File: config.mk
export PLATFORM = sky130hd
export DESIGN_NAME = cheri_trvk_stage_mc
export DESIGN_NICKNAME = d
export VERILOG_FILES = /design/src/rtl/cheri_trvk_stage_mc.sv
export SDC_FILE = /design/constraint.sdc
export NUM_CORES = 1
export LEC_CHECK = 0
export ABC_CLOCK_PERIOD_IN_PS = 6900
export CAP_MARGIN = 20
export CORE_MARGIN = 3
export CORE_UTILIZATION = 40
export DETAILED_ROUTE_END_ITERATION = 10
export PLACE_DENSITY = 0.65
export SYNTH_ARGS = -nofsm -noshare
export SYNTH_HDL_FRONTEND = slang
export SYNTH_SLANG_ARGS = --single-unit
export TNS_END_PERCENT = 30
File: constraint.sdc
create_clock -name clk_i -period 6.9 [get_ports clk_i]
set_input_delay 1.38 -clock clk_i [delete_from_list [all_inputs] [get_ports clk_i]]
set_output_delay 1.38 -clock clk_i [all_outputs]
set_load 0.05 [all_outputs]
File: src/rtl/cheri_trvk_stage_mc.sv
//------------------------------------------------------------------------------
// cheri_trvk_stage_mc
//   Multi-channel temporal-revocation checker. Requesters present a loaded
//   capability; the stage derives its base, looks up the revocation bit in the
//   tag-shadow map (TSMAP) and returns a per-channel clear-tag decision.
//   A one-word TSMAP cache avoids memory reads for repeated lookups in the
//   same map word.
//
// Ports:
//   clk_i, rst_i             clock, synchronous active-high reset
//   req_*                    per-channel request (valid/ready, err, data,
//                            capability metadata, opaque tag)
//   rsp_valid_o/clrtag/tag   one-cycle response on the granted channel bit
//   tsmap_*                  variable-latency req/gnt/rvalid read port, plus
//                            an invalidate strobe from the revoker
//   busy_o                   FSM not idle
// Revision: 1.0 - initial release
//------------------------------------------------------------------------------
`default_nettype none

package cheri_pkg;
  typedef struct packed {
    logic       valid;
    logic [4:0] exp;
    logic [8:0] base;
    logic [1:0] base_cor;   // signed correction applied above the mantissa
    logic [4:0] cperms;
  } reg_cap_t;

  // Rebuild the 32-bit base from the compressed mantissa: the bits above
  // exp+9 come from the address (corrected by base_cor), the mantissa sits
  // at bit position exp.
  function automatic logic [31:0] get_base32(input logic [8:0] base,
                                             input logic [1:0] base_cor,
                                             input logic [4:0] exp,
                                             input logic [31:0] addr);
    logic [5:0]  sh;
    logic [31:0] hi;
    logic [31:0] cor;
    sh  = {1'b0, exp} + 6'd9;
    hi  = addr >> sh;
    cor = {{30{base_cor[1]}}, base_cor};
    return ((hi + cor) << sh) | ({23'b0, base} << exp);
  endfunction
endpackage

module cheri_trvk_stage_mc
  import cheri_pkg::*;
#(
  parameter logic [31:0] HeapBase     = 32'h8000_0000,
  parameter int unsigned TSMapSize    = 1024,
  parameter int unsigned GranuleShift = 3,
  parameter int unsigned NumChan      = 2,
  parameter int unsigned TagW         = 5,
  localparam int unsigned AddrW       = $clog2(TSMapSize)
) (
  input  logic                      clk_i,
  input  logic                      rst_i,
  input  logic [NumChan-1:0]        req_valid_i,
  output logic [NumChan-1:0]        req_ready_o,
  input  logic [NumChan-1:0]        req_err_i,
  input  logic [NumChan*32-1:0]     req_data_i,
  input  reg_cap_t [NumChan-1:0]    req_cap_i,
  input  logic [NumChan*TagW-1:0]   req_tag_i,
  output logic [NumChan-1:0]        rsp_valid_o,
  output logic                      rsp_clrtag_o,
  output logic [TagW-1:0]           rsp_tag_o,
  output logic                      tsmap_req_o,
  input  logic                      tsmap_gnt_i,
  output logic [AddrW-1:0]          tsmap_addr_o,
  input  logic                      tsmap_rvalid_i,
  input  logic [31:0]               tsmap_rdata_i,
  input  logic                      tsmap_inval_i,
  output logic                      busy_o
);

  localparam int unsigned ChW = (NumChan > 1) ? $clog2(NumChan) : 1;

  typedef enum logic [2:0] {
    ST_IDLE = 3'd0,
    ST_CALC = 3'd1,
    ST_REQ  = 3'd2,
    ST_WAIT = 3'd3,
    ST_RESP = 3'd4
  } state_e;

  state_e r_state, w_state_n;

  logic [ChW-1:0]  r_ptr;
  logic [ChW-1:0]  r_chan;
  reg_cap_t        r_cap;
  logic [31:0]     r_data;
  logic [TagW-1:0] r_tag;
  logic            r_good;
  logic            r_clrtag;
  logic            r_inval_seen;
  logic            r_c_valid;
  logic [AddrW-1:0] r_c_addr;
  logic [31:0]     r_c_data;

  logic [NumChan-1:0][31:0]   w_data_arr;
  logic [NumChan-1:0][TagW-1:0] w_tag_arr;
  logic [ChW:0]        w_k;
  logic [ChW-1:0]      w_arb_idx;
  logic                w_arb_found;
  logic [NumChan-1:0]  w_gnt_vec;
  logic [31:0]         w_base32, w_off, w_gidx, w_widx;
  logic [4:0]          w_bit;
  logic                w_in_range, w_sealed, w_hit;
  logic                w_accept, w_set_clr, w_clr_val, w_fill;

  assign w_data_arr = req_data_i;
  assign w_tag_arr  = req_tag_i;

  // Round-robin: scan channels starting at the pointer, first valid wins.
  always_comb begin
    w_arb_found = 1'b0;
    w_arb_idx   = '0;
    w_k         = '0;
    for (int i = 0; i < NumChan; i++) begin
      w_k = {1'b0, r_ptr} + (ChW+1)'(i);
      if (w_k >= (ChW+1)'(NumChan)) w_k = w_k - (ChW+1)'(NumChan);
      if (!w_arb_found && req_valid_i[w_k[ChW-1:0]]) begin
        w_arb_found = 1'b1;
        w_arb_idx   = w_k[ChW-1:0];
      end
    end
  end

  always_comb begin
    w_gnt_vec   = '0;
    rsp_valid_o = '0;
    for (int i = 0; i < NumChan; i++) begin
      w_gnt_vec[i]   = (w_arb_idx == ChW'(i));
      rsp_valid_o[i] = (r_state == ST_RESP) && (r_chan == ChW'(i));
    end
  end

  // Lookup index derived from the captured request; stable from CALC to WAIT.
  // A base below HeapBase wraps in w_off and is caught by the >= term.
  assign w_base32   = get_base32(r_cap.base, r_cap.base_cor, r_cap.exp, r_data);
  assign w_off      = w_base32 - HeapBase;
  assign w_gidx     = w_off >> GranuleShift;
  assign w_widx     = w_gidx >> 5;
  assign w_bit      = w_gidx[4:0];
  assign w_in_range = (w_base32 >= HeapBase) && (w_widx < TSMapSize);
  assign w_sealed   = (r_cap.cperms[4:3] == 2'b00) && (|r_cap.cperms[2:0]);
  assign w_hit      = r_c_valid && (r_c_addr == w_widx[AddrW-1:0]) && !tsmap_inval_i;

  always_comb begin
    w_state_n = r_state;
    w_accept  = 1'b0;
    w_set_clr = 1'b0;
    w_clr_val = 1'b0;
    w_fill    = 1'b0;
    case (r_state)
      ST_IDLE: begin
        if (w_arb_found) begin
          w_accept  = 1'b1;
          w_state_n = ST_CALC;
        end
      end
      ST_CALC: begin
        if (!r_good || !w_in_range || w_sealed) begin
          w_set_clr = 1'b1;
          w_state_n = ST_RESP;
        end else if (w_hit) begin
          w_set_clr = 1'b1;
          w_clr_val = r_c_data[w_bit];
          w_state_n = ST_RESP;
        end else begin
          w_state_n = ST_REQ;
        end
      end
      ST_REQ: begin
        if (tsmap_gnt_i) w_state_n = ST_WAIT;
      end
      ST_WAIT: begin
        if (tsmap_rvalid_i) begin
          w_set_clr = 1'b1;
          w_clr_val = tsmap_rdata_i[w_bit];
          // Data raced with a revoker write: use it once, never cache it.
          w_fill    = !(r_inval_seen || tsmap_inval_i);
          w_state_n = ST_RESP;
        end
      end
      ST_RESP: w_state_n = ST_IDLE;
      default: w_state_n = ST_IDLE;
    endcase
  end

  assign req_ready_o  = (r_state == ST_IDLE && w_arb_found) ? w_gnt_vec : '0;
  assign tsmap_req_o  = (r_state == ST_REQ);
  assign tsmap_addr_o = (r_state == ST_REQ) ? w_widx[AddrW-1:0] : '0;
  assign rsp_clrtag_o = (r_state == ST_RESP) ? r_clrtag : 1'b0;
  assign rsp_tag_o    = (r_state == ST_RESP) ? r_tag : '0;
  assign busy_o       = (r_state != ST_IDLE);

  always_ff @(posedge clk_i) begin
    if (rst_i) r_state <= ST_IDLE;
    else       r_state <= w_state_n;
  end

  always_ff @(posedge clk_i) begin
    if (rst_i) begin
      r_ptr        <= '0;
      r_chan       <= '0;
      r_cap        <= '0;
      r_data       <= '0;
      r_tag        <= '0;
      r_good       <= 1'b0;
      r_clrtag     <= 1'b0;
      r_inval_seen <= 1'b0;
      r_c_valid    <= 1'b0;
      r_c_addr     <= '0;
      r_c_data     <= '0;
    end else begin
      if (w_accept) begin
        r_ptr  <= (w_arb_idx == ChW'(NumChan-1)) ? '0 : w_arb_idx + 1'b1;
        r_chan <= w_arb_idx;
        r_cap  <= req_cap_i[w_arb_idx];
        r_data <= w_data_arr[w_arb_idx];
        r_tag  <= w_tag_arr[w_arb_idx];
        r_good <= ~req_err_i[w_arb_idx] & req_cap_i[w_arb_idx].valid;
      end
      if (w_set_clr) r_clrtag <= w_clr_val;
      // Invalidate tracking window opens when the lookup leaves CALC.
      if (r_state == ST_CALC)  r_inval_seen <= 1'b0;
      else if (tsmap_inval_i)  r_inval_seen <= 1'b1;
      if (w_fill) begin
        r_c_valid <= 1'b1;
        r_c_addr  <= w_widx[AddrW-1:0];
        r_c_data  <= tsmap_rdata_i;
      end else if (tsmap_inval_i) begin
        r_c_valid <= 1'b0;
      end
    end
  end

endmodule

`default_nettype wire

Word level (Yosys, flattened, before mapping)
Index checks and enable logic that the tools add are counted. Widths: inputs -> output; s select.

Bitwise logic cells: 5. Equal/unequal tests: 8. Order comparisons: 8. Multiplexer cells: 47. Reduce and logical (&&, ||, !) cells: 23. Shifts and indexed selects: 3. Add/subtract/negate cells: 7.

Operators with widths (number): $mux 32 (2); $mux 22 (2); $add 32x32->32 (1); $ge 32x32->1 const B (1); $or 32x32->32 (1); $shl 32x6->32 (1); $shl 9x5->32 (1); $shr 32x6->32 (1); $sub 32x32->32 const B (1); $mux 1 (28); $lt 24x11->1 const B (1); $mux 3 (5); $mux 5 (3); $pmux 3 s4 (1); $bmux 1 s5 (2); $eq 10x10->1 (1); $mux 10 (1); $logic_and 1x1->1 (8); $add 5x4->6 const B (1); $eq 3x2->1 const B (2); $lt 1x2->1 const B (3); $lt 5x6->1 const B (1); $logic_not 1->1 (5); $ne 2x2->1 const B (2); 20 further kinds (26).

Input port bits: 159. Register bits after elaboration: 109. Word-level logic and storage cells: 116.

Longest topological paths before layout
Gate-level depths: netlist (run 1).

Word-level depth: 13. Gate-level depth with buffers: 27. Gate-level depth less buffers: 22.

Worst setup path before layout (run 1)
Ideal clock, no wire load.

Path kind: reg-to-output. Start: reg r_cap[16] (netlist name). End: out tsmap_addr_o[9]. Path buffers: 7. Slack: -740 ps. Data required time: 5520 ps. Cell stages (with the launch flop): 23. Arrival: 6260 ps. Cell sequence: dfxtp_1 -> buf_2 -> clkbuf_1 -> clkbuf_1 -> buf_2 -> buf_1 -> clkbuf_1 -> clkbuf_1 -> a21oi_1 -> o21ai_0 -> a21oi_1 -> o22ai_1 -> ha_1 -> inv_1 -> fa_1 -> and2b_4 -> o2111ai_1 -> a21oi_1 -> mux2i_1 -> a311o_1 -> o311a_1 -> a211oi_2 -> nor3_1.

Word-level cells in the longest chain between the ends: 7. Elaborated cells between the ends (all ways): 8. Classes of those cells: add/sub (3); shift (3); mux (1); bitwise (1).

RTL lines: start, declared (line 91) `reg_cap_t r_cap;`; start signal, assigned (line 221) `r_cap <= req_cap_i[w_arb_idx];`; $add 5x4->6 (line 40) `sh = {1'b0, exp} + 6'd9;`; $shr 32x6->32 (line 41) `hi = addr >> sh;`; $add 32x32->32 (line 43) `return ((hi + cor) << sh) | ({23'b0, base} << exp);`; $shl 32x6->32 (line 43); $or 32x32->32 * (line 43); $sub 32x32->32 * (line 142) `assign w_off = w_base32 - HeapBase;`; $mux 10 * (line 194) `assign tsmap_addr_o = (r_state == ST_REQ) ? w_widx[AddrW-1:0] : '0;`; end, declared (line 70) `output logic [AddrW-1:0] tsmap_addr_o,`.

Every way passes the cells marked *; elsewhere a longest branch is shown, timed or not.

Final worst setup path (run 1)
Start: reg r_cap[17] (netlist name). End: out tsmap_addr_o[9].

Same word-level chain as after synthesis.

==> results of run 1 <==
critical path, cell delays in order (launching register included):
cell and delay [ns]:
dfxtp_4 0.48, buf_4 0.36, nor2_1 0.14, and3_1 0.21
a21oi_1 0.24, nand2_1 0.08, o21ai_0 0.09, o22ai_1 0.10
ha_1 0.42, a21oi_2 0.26, a211oi_1 0.11, buf_4 0.15
or2_1 0.25, o21ai_0 0.39, o22ai_1 0.26, o41ai_1 0.90
nor3_2 0.13, buf_12 0.20
placed cells by master, fill, tap and decap left out, types with 15 or more instances in the layout:
master and instances:
ha_1 25, nand3_1 30, a211oi_1 49, o22ai_1 15, clkdlybuf4s50_1 153, inv_1 20, buf_4 39, a21o_1 21
nor2_1 155, a222oi_1 50, a21oi_1 129, nor3_1 39, and2_1 25, mux2_2 18, nand4_1 15, dfxtp_1 97
o211ai_1 31, o21ai_0 63, nand2_1 172, mux2i_1 65
what timing repair did:
item                                    4_1_cts  5_1_grt
endpoints found under the setup margin        0        9
buffers inserted                              0        2
endpoints found under the hold margin         0        0
resized for setup                             0        4
per-layer routing:
metal,vias up,part of all wire
met5,-,0
met4,0,0.018
met1,5880,0.45
li1,5939,-
met3,50,0.081
met2,541,0.45
power groups by stage:
stage	logic (mW)	clock network (mW)	registers, mW
6_report	1.54	0.514	0.649
5_1_grt	1.66	0.551	0.654
4_1_cts	1.49	0.525	0.652
3_5_place_dp	1.49	0	0.665
3_3_place_gp	1.48	0	0.664
2_1_floorplan	1.05	0	0.642
worst max path at each step:
stage | startpoint | endpoint | slack (ns) | depth (start not counted)
4_1_cts | r_cap[17]$_SDFFE_PP0P_ | tsmap_addr_o[6] | 0.08 | 19
3_5_place_dp | r_cap[17]$_SDFFE_PP0P_ | tsmap_addr_o[6] | 0.47 | 19
3_3_place_gp | r_cap[17]$_SDFFE_PP0P_ | tsmap_addr_o[6] | 0.55 | 19
2_1_floorplan | r_cap[16]$_SDFFE_PP0P_ | tsmap_addr_o[9] | 0.03 | 22
6_report | r_cap[17]$_SDFFE_PP0P_ | tsmap_addr_o[9] | 0.38 | 17
5_1_grt | r_cap[17]$_SDFFE_PP0P_ | tsmap_addr_o[6] | 0.08 | 18
sequential cells by signal (all words and copies together) (netlist names), 3 cells and up:
| signal | count |
|---|---|
| r_c_data | 32 |
| r_data | 23 |
| r_cap | 21 |
| r_c_addr | 10 |
| r_tag | 5 |
| r_state | 3 |
cells by family after synthesis:
kind of cell	synth area share
AND/OR/NAND/NOR	0.247
XOR/XNOR	0.0137
multiplexers	0.111
buffers and inverters	0.0556
AO/OA/AOI/OAI	0.358
flip-flops	0.184
adder cells (fa/ha/maj)	0.0306
metrics by stage:
stage / util / hold WS, ns / total power [mW] / setup slack (ns)
global placement: 0.486 / 0.441 / 2.15 / 0.547
floorplan: - / 0.433 / 1.69 / 0.0319
detailed placement: 0.486 / 0.447 / 2.15 / 0.470
finish: 0.499 / 0.455 / 2.70 / 0.378
CTS: 0.497 / 0.459 / 2.67 / 0.0837
global route: 0.499 / 0.478 / 2.87 / 0.0781
synth_stat cells (7+ instances only):
cell type / number / area (um^2)
nand2_1: 172 / 646
nor2_1: 158 / 593
a21oi_1: 130 / 651
dfxtp_1: 100 / 2000
clkbuf_1: 95 / 357
mux2i_1: 65 / 651
o21ai_0: 64 / 320
a222oi_1: 50 / 500
a211oi_1: 49 / 368
nor3_1: 40 / 200
o211ai_1: 31 / 233
nand3_1: 30 / 150
and2_1: 25 / 156
ha_1: 25 / 313
a21o_1: 21 / 158
inv_1: 20 / 75.1
buf_2: 18 / 90.1
mux2_2: 18 / 203
o22ai_1: 16 / 100
nand4_1: 15 / 93.8
nor2b_1: 15 / 93.8
a31oi_1: 14 / 87.6
and3_1: 14 / 87.6
nand2b_1: 13 / 81.3
a22oi_1: 12 / 90.1
and4_1: 12 / 105
buf_1: 12 / 45.0
mux4_2: 12 / 270
o21ai_1: 12 / 60.1
xnor2_1: 12 / 105
or3_1: 11 / 68.8
o31ai_1: 10 / 75.1
nor4_1: 9 / 56.3
a211o_1: 8 / 70.1
a221oi_1: 8 / 70.1
o2111ai_1: 8 / 70.1
or2_2: 8 / 50.1
a2111oi_0: 7 / 61.3
layout make-up:
type	count	area (um^2)
Sequential cell	100	2010
Clock buffer	9	225
Fill cell	2645	13200
Inverter	23	86.3
Clock inverter	7	67.6
Multi-Input combinational cell	1243	8330
Tap cell	335	419
Timing Repair Buffer	202	2020
==> results.sh, run 1 <==
export IMPL_p_switching_mw=1.24
export IMPL_period_needed_ns=6.52
export IMPL_cp_max_fo=27
export IMPL_stdcell_count=1919
export IMPL_antenna_found_initial=0
export IMPL_ir_worst_vdd_mv=0.132
export IMPL_placed_area_um2=12800
export IMPL_finalSetupViolations=0
export IMPL_r2r_setup_slack_ns=0.92
export IMPL_place_congestion=0.972
export IMPL_slew_headroom=0.201
export IMPL_syn_area_um2=10900
export IMPL_wire_per_inst_um=20.6
export IMPL_combPwrFrac=0.569
export IMPL_htreeDepth=3
export IMPL_grt_use_total=0.262
export IMPL_use_met1=0.375
export IMPL_hold_path_depth=2
export IMPL_hp_start="r_c_data[18]$_SDFFE_PP0P_"
export IMPL_crit_type="flip-flop to output port"
export IMPL_drcViolationCount=0
export IMPL_grt_most_used_layer="met2"
export IMPL_cts_buffer_depth=2
export IMPL_ys_seq_elements=100
export IMPL_grt_pass1_vias=11300
export IMPL_rows=59
export IMPL_nets=1764
export IMPL_routed_wl_um=39600
export IMPL_synth_async_reset_ratio=0
export IMPL_routed_via_count=12400
export IMPL_ant_nets=0
export IMPL_hpwl_um=29900
export IMPL_place_inst=1900
export IMPL_fp_dieArea_um2=29200
export IMPL_drv_slew=0
export IMPL_cp_required_ns=5.52
export IMPL_finClkSkew_ns=0.00927
export IMPL_synth_distinct_cells=100
export IMPL_met2_usage=0.406
export IMPL_yosysWarnings=0
export IMPL_cts_num_sinks=100
export IMPL_grt_max_degree=101
export IMPL_die_h_um=171
export IMPL_insertedDiodeCount=0
export IMPL_area_delta_synth_final_pct=21.0
export IMPL_p_int_mw=1.46
export IMPL_ctsRootBufferMaster="clkbuf_16"
export IMPL_clock_latency_ns=0.36
export IMPL_powerDensity_nw_per_um2=205
export IMPL_hold_violations=0
export IMPL_min_delay_worst_endpoint="r_c_data[18]$_SDFFE_PP0P_"
export IMPL_core_area_um2=26400
export IMPL_final_area_um2=13200
export IMPL_seq_power_share=0.240
export IMPL_syn_inst=1494
export IMPL_syn_avg_cell_area_um2=7.28
export IMPL_chipWidth_um=171
export IMPL_hold_buffers=0
export IMPL_setup_tns_ns=0
export IMPL_grt_pass1_wl_um=62000
export IMPL_numCtsBuffers=9
export IMPL_io_buffers=162
export IMPL_rr_startpoint="r_cap[16]$_SDFFE_PP0P_"
export IMPL_rr_endpoint="r_clrtag$_SDFFE_PP0P_"
export IMPL_ys_seq_area_frac=0.184
export IMPL_drive_gt1_frac=0.0934
export IMPL_post_route_period_util=0.945
export IMPL_path_clk_slew_ns=0.08
export IMPL_end_kind="output port"
export IMPL_hold_class="flip-flop to flip-flop"
export IMPL_status="finished, final reports clean"
export IMPL_power_leakage_nw=4.86
export IMPL_r2r_cells=20
export IMPL_vias_per_cell=6.47
export IMPL_synth_fp_nets=1679
export IMPL_synth_edf_count=0
export IMPL_tightest_slew_ns=1.20
export IMPL_rsz0062_at_grt="no"
export IMPL_cp_start_kind="flip-flop"
export IMPL_max_freq_mhz=153
export IMPL_synth_top_flop_cell="dfxtp_1"
export IMPL_cap_viol_max_count=0
export IMPL_grt_remaining_overflow=0
export IMPL_tritoncts="built"
export IMPL_netSwitchingFraction=0.461
export IMPL_grtUsageMet3=0.0492
export IMPL_pin_count=181
export IMPL_initial_utilization=0.413
export IMPL_cp_arrival_ns=5.14
export IMPL_clockPowerShare=0.190
export IMPL_firstDrtPassIters=6
export IMPL_first_iter_violations=1713
No activity file was read; power rests on OpenSTA's default activity.
==> run 2, diff against run 1 <==
GPL_TIMING_DRIVEN = 0   (was unset)
==> results.sh, run 2 (synthesis results as in run 1) <==
export IMPL_core_area_um2=26400
export IMPL_drv_slew=0
export IMPL_max_freq_mhz=149
export IMPL_clock_latency_ns=0.35
export IMPL_htreeDepth=3
export IMPL_fp_dieArea_um2=29200
export IMPL_grt_remaining_overflow=0
export IMPL_chipWidth_um=171
export IMPL_finalSetupViolations=0
export IMPL_cts_buffer_depth=2
export IMPL_met2_usage=0.477
export IMPL_wire_per_inst_um=22.2
export IMPL_largest_reg_flops=32
export IMPL_cp_start_kind="flip-flop"
export IMPL_cp_max_fo=10
export IMPL_cp_required_ns=5.52
export IMPL_grt_most_used_layer="met2"
export IMPL_rr_startpoint="r_cap[16]$_SDFFE_PP0P_"
export IMPL_place_congestion=0.990
export IMPL_grt_max_degree=25
export IMPL_drcViolationCount=0
export IMPL_power_leakage_nw=5.15
export IMPL_period_needed_ns=6.70
export IMPL_routed_wl_um=45100
export IMPL_area_delta_synth_final_pct=30.2
export IMPL_crit_type="flip-flop to output port"
export IMPL_hold_violations=0
export IMPL_die_h_um=171
export IMPL_firstDrtPassIters=8
export IMPL_hold_buffers=0
export IMPL_pin_count=181
export IMPL_antenna_found_initial=0
export IMPL_ir_worst_vdd_mv=0.119
export IMPL_cts_num_sinks=100
export IMPL_post_route_period_util=0.971
export IMPL_tightest_slew_ns=1.10
export IMPL_drive_gt1_frac=0.155
export IMPL_hpwl_um=35600
export IMPL_io_buffers=161
export IMPL_routed_via_count=13300
export IMPL_ctsRootBufferMaster="clkbuf_16"
export IMPL_final_common_cell="nand2_1"
export IMPL_ant_nets=0
export IMPL_finClkSkew_ns=0.0137
export IMPL_numCtsBuffers=9
export IMPL_reg_top3="r_c_data (32), r_data (23), r_cap (21)"
export IMPL_setup_ws_ns=0.200
export IMPL_r2r_setup_slack_ns=0.40
export IMPL_rows=59
export IMPL_first_iter_violations=1646
export IMPL_rr_endpoint="r_clrtag$_SDFFE_PP0P_"
export IMPL_slew_headroom=0.264
export IMPL_grt_pass1_vias=12500
export IMPL_final_cell_mix="168 x nand2_1, 155 x nor2_1, 152 x clkdlybuf4s50_1"
export IMPL_top_register="r_c_data"
export IMPL_setup_tns_ns=0
export IMPL_insertedDiodeCount=0
export IMPL_finish_utilization=0.537
export IMPL_grt_use_total=0.297
export IMPL_r2r_cells=25
export IMPL_tritoncts="built"
export IMPL_initial_utilization=0.413
export IMPL_powerDensity_nw_per_um2=212
export IMPL_nets=1874
export IMPL_hold_path_depth=2
export IMPL_hp_start="r_c_data[23]$_SDFFE_PP0P_"
export IMPL_use_met1=0.415
export IMPL_hold_class="flip-flop to flip-flop"
export IMPL_path_clk_slew_ns=0.07
export IMPL_cap_viol_max_count=0
export IMPL_min_delay_worst_endpoint="r_c_data[23]$_SDFFE_PP0P_"
export IMPL_grtUsageMet3=0.0494
export IMPL_cp_arrival_ns=5.32
export IMPL_vias_per_cell=6.57
export IMPL_end_kind="output port"
export IMPL_grt_pass1_wl_um=69900
export IMPL_pre_cts_slack_ns=-2.42
export IMPL_status="finished, final reports clean"
## run 2: layout make-up
class,count,area (um^2)
fill,2628,12200
multi-input combinational,1243,8890
sequential,100,2010
timing repair buffer,190,1820
buffer,122,619
tap,335,419
clock buffer,10,239
inverter,23,90.1
clock inverter,6,75.1
## run 2: worst max-delay path by stage
| stage | startpoint | slack [ns] | end |
|---|---|---|---|
| 6_report | r_cap[16]$_SDFFE_PP0P_ | 0.20 | tsmap_addr_o[4] |
| 5_1_grt | r_cap[17]$_SDFFE_PP0P_ | -0.008 | tsmap_addr_o[5] |
| 4_1_cts | r_cap[16]$_SDFFE_PP0P_ | -0.04 | tsmap_addr_o[6] |
| 3_5_place_dp | r_cap[16]$_SDFFE_PP0P_ | -2.42 | tsmap_addr_o[6] |
| 3_3_place_gp | r_cap[16]$_SDFFE_PP0P_ | -2.48 | tsmap_addr_o[6] |
| 2_1_floorplan | r_cap[16]$_SDFFE_PP0P_ | 0.03 | tsmap_addr_o[9] |
## run 2: per-layer routing
layer / part of all wire / vias up
met1: 0.44 / 6367
met5: 0 / -
li1: - / 6170
met2: 0.45 / 686
met4: 0.029 / 0
met3: 0.085 / 104
## run 2: report_power, final
part / leakage (nW) / switching (mW) / internal [mW]
Combinational: 4.18 / 1.11 / 0.710
Sequential: 0.817 / 0.0384 / 0.607
Clock: 0.152 / 0.239 / 0.298
Total: 5.15 / 1.38 / 1.62
## run 2: timing repair
| item | CTS | global route |
|---|---|---|
| endpoints found under the setup margin | 19 | 13 |
| gates resized for setup | 141 | 102 |
| setup buffers | 14 | 14 |
| pin swaps | 13 | 23 |
| cloned | 0 | 0 |
## run 2: worst max-delay path, stage by stage, from the launching register on
cell       delay, ns
dfxtp_4         0.38
buf_8           0.15
buf_8           0.16
buf_8           0.15
buf_8           0.15
buf_12          0.16
mux4_2          0.55
mux2i_4         0.18
nor2_1          0.06
a21oi_1         0.17
o22ai_2         0.09
ha_2            0.20
inv_1           0.08
fa_2            0.24
and2b_4         0.24
o2111ai_4       0.26
a21oi_4         0.11
buf_4           0.16
or3_4           0.39
a21o_1          0.24
a41oi_2         0.28
o221a_2         0.27
nor2_1          0.05
clkbuf_4        0.23
## run 2: stage by stage
step           total power [mW]  area, um^2  std cells  hold slack, ns
2_1_floorplan              1.69       10900       1494           0.433
3_3_place_gp               2.18       12900       1990           0.441
3_5_place_dp               2.18       12900       1990           0.448
4_1_cts                    2.84       13700       2018           0.457
5_1_grt                    3.15       14200       2029           0.478
6_report                   3.00       14200       2029           0.456
